**src/rtl/operand_fetch.sv**
```systemverilog
// Operand fetch stage: register-file/immediate operand bundle, optional writeback bypass (OPERAND_FETCH_BYPASS_EN).
// Latency 1 edge; in_ready = (~out_valid | out_ready) & ~flush, so the stage stalls when the bundle is held.
// Backpressure: out_ready=0 freezes the bundle; flush drops it and blocks acceptance that cycle.
module operand_fetch (
  input  logic        clk,
  input  logic        reset,
  input  logic        in_valid,
  input  logic [31:0] in_instr,
  output logic        in_ready,
  output logic [3:0]  r0addr,
  output logic [3:0]  r1addr,
  input  logic [31:0] r0data,
  input  logic [31:0] r1data,
  input  logic        wb_wena,
  input  logic [3:0]  wb_waddr,
  input  logic [31:0] wb_wdata,
  input  logic        flush,
  output logic        out_valid,
  input  logic        out_ready,
  output logic [31:0] out_op0,
  output logic [31:0] out_op1,
  output logic [3:0]  out_rd,
  output logic [31:0] out_instr
);

  logic        imm_sel;
  logic [4:0]  rot_amt;
  logic [63:0] imm_dbl;
  logic [31:0] imm_val;
  logic        hit0;
  logic        hit1;
  logic [31:0] op0_nxt;
  logic [31:0] op1_nxt;
  logic        xfer;

  assign r0addr  = in_instr[19:16];
  assign r1addr  = in_instr[3:0];
  assign imm_sel = in_instr[25];

  // Rotate-right by 2*rot: shift a doubled copy so bits shifted out reappear at the top.
  assign rot_amt = {in_instr[11:8], 1'b0};
  assign imm_dbl = {24'h0, in_instr[7:0], 24'h0, in_instr[7:0]} >> rot_amt;
  assign imm_val = imm_dbl[31:0];

`ifdef OPERAND_FETCH_BYPASS_EN
  assign hit0 = wb_wena && (wb_waddr == r0addr);
  assign hit1 = wb_wena && (wb_waddr == r1addr);
`else
  // Write hazards are resolved downstream; the write port is kept only for pin compatibility.
  logic unused_wb;
  assign unused_wb = ^{wb_wena, wb_waddr};
  assign hit0 = 1'b0;
  assign hit1 = 1'b0;
`endif

  assign op0_nxt = hit0 ? wb_wdata : r0data;
  assign op1_nxt = imm_sel ? imm_val : (hit1 ? wb_wdata : r1data);

  assign in_ready = (~out_valid | out_ready) & ~flush;
  assign xfer     = in_valid & in_ready;

  always_ff @(posedge clk or posedge reset) begin
    if (reset) begin
      out_valid <= 1'b0;
      out_op0   <= 32'h0;
      out_op1   <= 32'h0;
      out_rd    <= 4'h0;
      out_instr <= 32'h0;
    end else if (flush) begin
      out_valid <= 1'b0;
    end else if (xfer) begin
      out_valid <= 1'b1;
      out_op0   <= op0_nxt;
      out_op1   <= op1_nxt;
      out_rd    <= in_instr[15:12];
      out_instr <= in_instr;
    end else if (out_ready) begin
      out_valid <= 1'b0;
    end
  end

endmodule

```
**config.mk**
```make
export PLATFORM = sky130hd
export DESIGN_NAME = operand_fetch
export DESIGN_NICKNAME = d
export VERILOG_FILES = /design/src/rtl/operand_fetch.sv
export SDC_FILE = /design/constraint.sdc
export NUM_CORES = 1
export LEC_CHECK = 0
export ABC_CLOCK_PERIOD_IN_PS = 8650
export BUFFER_PORTS_ARGS = -buffer_cell sky130_fd_sc_hd__buf_4
export CELL_PAD_IN_SITES_DETAIL_PLACEMENT = 0
export CELL_PAD_IN_SITES_GLOBAL_PLACEMENT = 1
export CORE_UTILIZATION = 33
export CTS_CLUSTER_DIAMETER = 100
export DETAILED_ROUTE_END_ITERATION = 8
export HOLD_SLACK_MARGIN = 0.12
export PLACE_DENSITY = 0.95
export SLEW_MARGIN = 20
export SYNTH_ARGS = -nofsm -noshare
export SYNTH_HDL_FRONTEND = slang
export SYNTH_SLANG_ARGS = --single-unit
```
**constraint.sdc**
```tcl
create_clock -name clk -period 8.65 [get_ports clk]
set_clock_uncertainty 0.15 [all_clocks]
set_input_delay 0.4325 -clock clk [delete_from_list [all_inputs] [get_ports clk]]
set_output_delay 0.4325 -clock clk [all_outputs]
set_load 0.005 [all_outputs]
```
Word level (Yosys, flattened, before mapping):

Index checks and enable logic that the tools add are counted.

* shifts and indexed selects: 1
* multiplexer cells: 4
* bitwise operators: 5
* reductions and logical operators: 2

Operators by type and width (count)
* $shr 40x5->32: 1
* $mux 32: 1
* $mux 1: 3
* $reduce_bool 3->1: 1
* $and 1x1->1: 2
* $not 1->1: 2
* $reduce_and 2->1: 1
* $or 1x1->1: 1

* bits in registers: 101
* bits of input ports: 138
* output and inout bits: 110
* logic and storage cells: 17

Longest topological paths before layout:

* depth after elaboration: 6
* gate-level depth with buffers: 7
* depth with buffers taken out: 4

Least setup slack after synthesis:

No wires, ideal clock.

* path type: input to register
* start: in in_instr[8]
* end: reg out_op1[12]
* setup time: 0.127 ns
* arrival time: 1.389 ns
* required time: 8.373 ns
* path slack: 6.984 ns
* stages: 5
* buffers on the path: 1
* cell sequence: buf_6 > mux2_4 > a22o_1 > a221oi_1 > nor2_1

* longest elaborated chain between the ends: 2

RTL lines
* from (decl): line 8 `input logic [31:0] in_instr,`
* $shr 40x5->32: line 42 `assign imm_dbl = {24'h0, in_instr[7:0], 24'h0, in_instr[7:0]} >> rot_amt;`
* $mux 32: line 57 `assign op1_nxt = imm_sel ? imm_val : (hit1 ? wb_wdata : r1data);`
* to (signal assigned): line 74 `out_op1 <= op1_nxt;`
* to (decl): line 21 `output logic [31:0] out_op1,`

No other way between the ends.
A chain may end at the register's enable or synchronous reset.

Worst setup path in the final report:

* start: in flush
* end: reg out_op1[24]

* longest elaborated chain between the ends: 4

RTL lines
* from (decl): line 17 `input logic flush,`
* $not 1->1 (no source line) *
* $and 1x1->1: line 59 `assign in_ready = (~out_valid | out_ready) & ~flush;`
* $and 1x1->1: line 60 `assign xfer = in_valid & in_ready;`
* $reduce_and 2->1 (no source line) *

Mark *: on every way between the ends. The rest lies on a longest branch, timed or not.

==> impl_table.tex <==
\begin{tabular}{lr}
\hline
Metric & Value \\
\hline
\multicolumn{2}{l}{\textbf{Logic synthesis}} \\
\quad Post-synthesis cell area & 4410 um\^{}2 \\
\quad Number of distinct standard cells referenced by the synthesized netlist & 35 \\
\quad Number of nets produced by synthesis & $\sim$640 \\
\quad Register bit count reported by yosys & 97 \\
\quad Synthesized area divided by synthesized cell count & 8.83 um\^{}2 \\
\quad Portion of the post-synthesis area used by sequential elements & 0.551 \\
\quad Yosys Warn Count & 0 \\
\quad Number of instances in the synthesized netlist & 499 \\
\multicolumn{2}{l}{\textbf{STA}} \\
\quad Fmax & between 0.3 and 0.4 GHz \\
\quad Setup violations, final & 0 \\
\quad Final sum of negative setup slack & 0 ps \\
\quad Post-route worst hold slack & 132 ps \\
\quad Slew @ Worst Pin & 1040 ps \\
\quad Time the final worst path needs with I/O delays and setup & 2730 ps \\
\quad Number of hold-slack violations in the final timing report & 0 \\
\quad Setup repair after global routing missed its margin & false \\
\quad Total count of max-transition violations in the final report & 0 \\
\quad Relative slew slack & 0.305 \\
\quad Final Cycle Share & 0.316 \\
\multicolumn{2}{l}{\textbf{Die}} \\
\quad Starting utilization of the core area & 0.344 \\
\quad Vertical extent of the die & approximately 120 um \\
\quad Width of the die & 118 um \\
\quad Std-Cell Rows & about 40 \\
\quad Area of the die & 13800 um\^{}2 \\
\quad Std-Cell Core Area & 12800 um\^{}2 \\
\quad Number of I/O pins & 248 \\
\multicolumn{2}{l}{\textbf{Critical path}} \\
\quad Top fanout value on the critical path & 96 \\
\quad Cell type group with the largest total delay on the critical path & simple AND/OR/NAND/NOR gates \\
\quad Startpoint of the lowest-slack register-to-register path & out\_valid\$\_DFFE\_PP0P\_ \\
\quad Start point of the critical path & flush \\
\quad Buffers and inverters on the worst path & 2 \\
\quad Stage delay of the slowest cell on the critical path & 660 ps \\
\quad Startpoint class of the critical path & input pin \\
\quad Crit Path Category & in -> reg \\
\quad Required @ worst endpoint & 8760 ps \\
\quad CP Data Arrival Time & 2840 ps \\
\quad Kind of capture point of the worst setup path & flip-flop \\
\quad CP max-delay cell & or3\_4 \\
\quad Critical Path, Cell by Cell & dlygate4sd3\_1, buf\_4, nor2b\_1, nand2\_4, or3\_4, o22ai\_1 \\
\multicolumn{2}{l}{\textbf{CTS}} \\
\quad H-tree depth & 3 \\
\quad CTS max path bufs & 2 \\
\quad Post-cts sizing count & 0 \\
\quad Number of hold-repair buffers added at the cts stage & 11 \\
\quad TritonCTS clock tree & yes \\
\quad Clock input transition at the sequential cells of the worst setup and hold paths & 70 ps \\
\quad CTS Buf Count & 9 \\
\quad Clock tree root buffer cell & clkbuf\_16 \\
\quad Source-to-sink clock delay at the later pin of the worst-skew pair & between 300 and 400 ps \\
\quad Post-CTS setup buffer count & 0 \\
\quad Total clock sinks & 97 \\
\multicolumn{2}{l}{\textbf{Power and ir drop}} \\
\quad Leakage component of the power & 3.29 nW \\
\quad Highest ir drop seen on vdd & approximately 0.099 mV \\
\quad Power density over the cells & 201 nW/um\^{}2 \\
\multicolumn{2}{l}{\textbf{Drt}} \\
\quad Post-detailed-route DRC marker count & 0 \\
\quad Number of detailed-routing iterations run before antenna repair & 5 \\
\quad Routed WL & $\sim$13 mm \\
\quad First-iteration detailed-routing DRC count & 213 \\
\quad Routed wire length per instance & 15.0 um \\
\quad Via-per-instance ratio & about 5 \\
\quad Number of vias in the routed layout & 4223 \\
\quad Post-route antenna net violation count & 0 \\
\multicolumn{2}{l}{\textbf{Layout}} \\
\quad Share of layout cells above drive strength 1 & 0.350 \\
\quad Final net count & $\sim$830 \\
\quad Filler cells & 1229 \\
\quad Antenna diode count & 0 \\
\quad Fin cells & 866 \\
\quad Relative area change from synthesis to final layout & 45.3\% \\
\multicolumn{2}{l}{\textbf{Worst hold path}} \\
\quad Path category of the worst min-delay check & in -> reg \\
\quad Hold path start & in\_instr[21] \\
\multicolumn{2}{l}{\textbf{Global route}} \\
\quad All-Layer GR Usage & 0.193 \\
\quad Maximum number of pins on one net before global-route repair & 99 \\
\quad Antenna violations before repair & 0 \\
\quad Number of global-route vias before repair & between 4000 and 5000 \\
\quad Final global-route overflow total & 0 \\
\quad First-pass GRT wire length & 21.3 mm \\
\multicolumn{2}{l}{\textbf{Run status}} \\
\quad Status & complete, no violations \\
\multicolumn{2}{l}{\textbf{Run}} \\
\quad Reported max-cap violation count & 0 \\
\multicolumn{2}{l}{\textbf{Place}} \\
\quad Half-perimeter wire length of the detailed placement result & 9.16 mm \\
\quad Buffers added on ports & 210 \\
\quad Count of placed standard cells including taps & 839 \\
\quad Last weighted congestion value of the routability-driven placer & 0.823 \\
\hline
\end{tabular}
-- metrics by stage --
stage / util / total power [W] / setup WS [ps] / cell area (um^2)
3_3_place_gp: 0.466 / 0.000855 / 6250 / 5970
4_1_cts: 0.499 / 0.00130 / 5950 / 6400
2_1_floorplan: - / 0.000685 / 5530 / 4410
3_5_place_dp: 0.466 / 0.000865 / 6160 / 5970
6_report: 0.499 / 0.00129 / 5920 / 6400
5_1_grt: 0.499 / 0.00136 / 5810 / 6400
-- cell usage in the layout (no fill, tap or decap), drive strengths merged, types with 2 or more instances in the layout --
cell type	netlist	routed
nand2	194	194
a32oi	8	8
bufinv	0	2
a22o	2	2
nor2b	5	5
nand2b	13	13
dlygate4sd3	0	11
inv	2	2
o21ai	2	2
clkbuf	12	11
mux2	7	7
buf	31	211
nand3	6	6
and2	5	5
a21oi	32	32
or3	2	2
mux2i	2	2
dfrtp	97	97
o21a	4	4
o22ai	8	8
o211ai	4	4
nor2	41	41
a31oi	8	8
clkinv	1	4
and2b	3	3
a221oi	4	4
a222oi	4	4
-- registers in the layout, summed over array words and instances (netlist names) --
register   count
out_op0       32
out_instr     29
out_op1       32
out_rd         3
out_valid      1
-- kinds of logic (layout without fill, tap and decap cells) --
logic type             count (synthesis)  count (layout)  share of synthesized area
buffers and inverters                 46             241                     0.0585
flip-flops                            97              97                      0.551
multiplexers                           9               9                     0.0250
AND/OR/NAND/NOR                      271             271                      0.254
AO/OA/AOI/OAI                         76              76                      0.112
-- final cells by class --
type | count | area, um^2 | share of cell area
flip-flops and latches | 97 | 2430 | 0.379
well taps | 172 | 215 | 0.0336
repair buffers | 222 | 1690 | 0.265
inverters | 3 | 13.8 | 0.00215
clock inverters | 5 | 78.8 | 0.0123
clock buffers | 11 | 243 | 0.0379
multi-input cells | 356 | 1730 | 0.271
-- synthesized netlist by cell type --
master    count  area (um^2)
inv_1         2         7.51
dfrtp_1      97         2430
o21ai_0       2         10.0
and2b_1       1         7.51
and2_1        3         18.8
mux2_2        4         45.0
a222oi_1      4         40.0
and2b_2       2         17.5
nand3_1       6         30.0
o211ai_1      4         30.0
clkbuf_1     11         41.3
nand2b_1     13         81.3
nor2b_1       5         31.3
nor2_1       40          150
o21a_1        4         30.0
nor3_1        1         5.00
a31oi_1       8         50.1
or3_4         2         22.5
buf_1         4         15.0
a221oi_1      4         35.0
buf_2        10         50.1
and2_2        2         15.0
nand2_1     194          728
buf_6         2         22.5
o22ai_1       8         50.1
mux2_4        3         45.0
clkinv_1      1         3.75
a22o_1        2         17.5
nor2_2        1         6.26
mux2i_1       2         20.0
buf_4        15          113
and3_1        1         6.26
a21oi_1      32          160
clkbuf_2      1         5.00
a32oi_1       8         70.1
-- final timing paths --
check | endpoint | slack, ps | depth (start not counted)
worst max register to register | out_op1[24]$_DFFE_PP0P_ | 6440 | 4
worst min-delay path | out_instr[21]$_DFFE_PP0P_ | 130 | 3
worst max-delay path | out_op1[24]$_DFFE_PP0P_ | 5920 | 6
min in group asynchronous | out_instr[21]$_DFFE_PP0P_ | 580 | 3
worst min register to register | out_instr[30]$_DFFE_PP0P_ | 330 | 2
max in group asynchronous | out_op0[18]$_DFFE_PP0P_ | 6630 | 4
-- worst reg2reg max path: cells and delay by family (launching register included) --
family             cells  cell delay (ps)
AOI/OAI and AO/OA      1              180
and+or+nand+nor        3             1400
DFF                    1              390
-- metal layers --
layer  track usage  share of wire  vias to the layer above
met5             0              0                        -
met4        0.0761          0.023                        0
met3        0.0509          0.083                       19
met2         0.320           0.48                      189
met1         0.241           0.42                     2009
li1              -              -                     2006
-- power breakdown --
group	leakage [nW]	internal, W	switching, W
Sequential	1.17	0.000522	0.0000409
Combinational	1.96	0.000163	0.000132
Clock	0.159	0.000261	0.000167
Total	3.29	0.000946	0.000340
(Power assumes the default switching activity.)
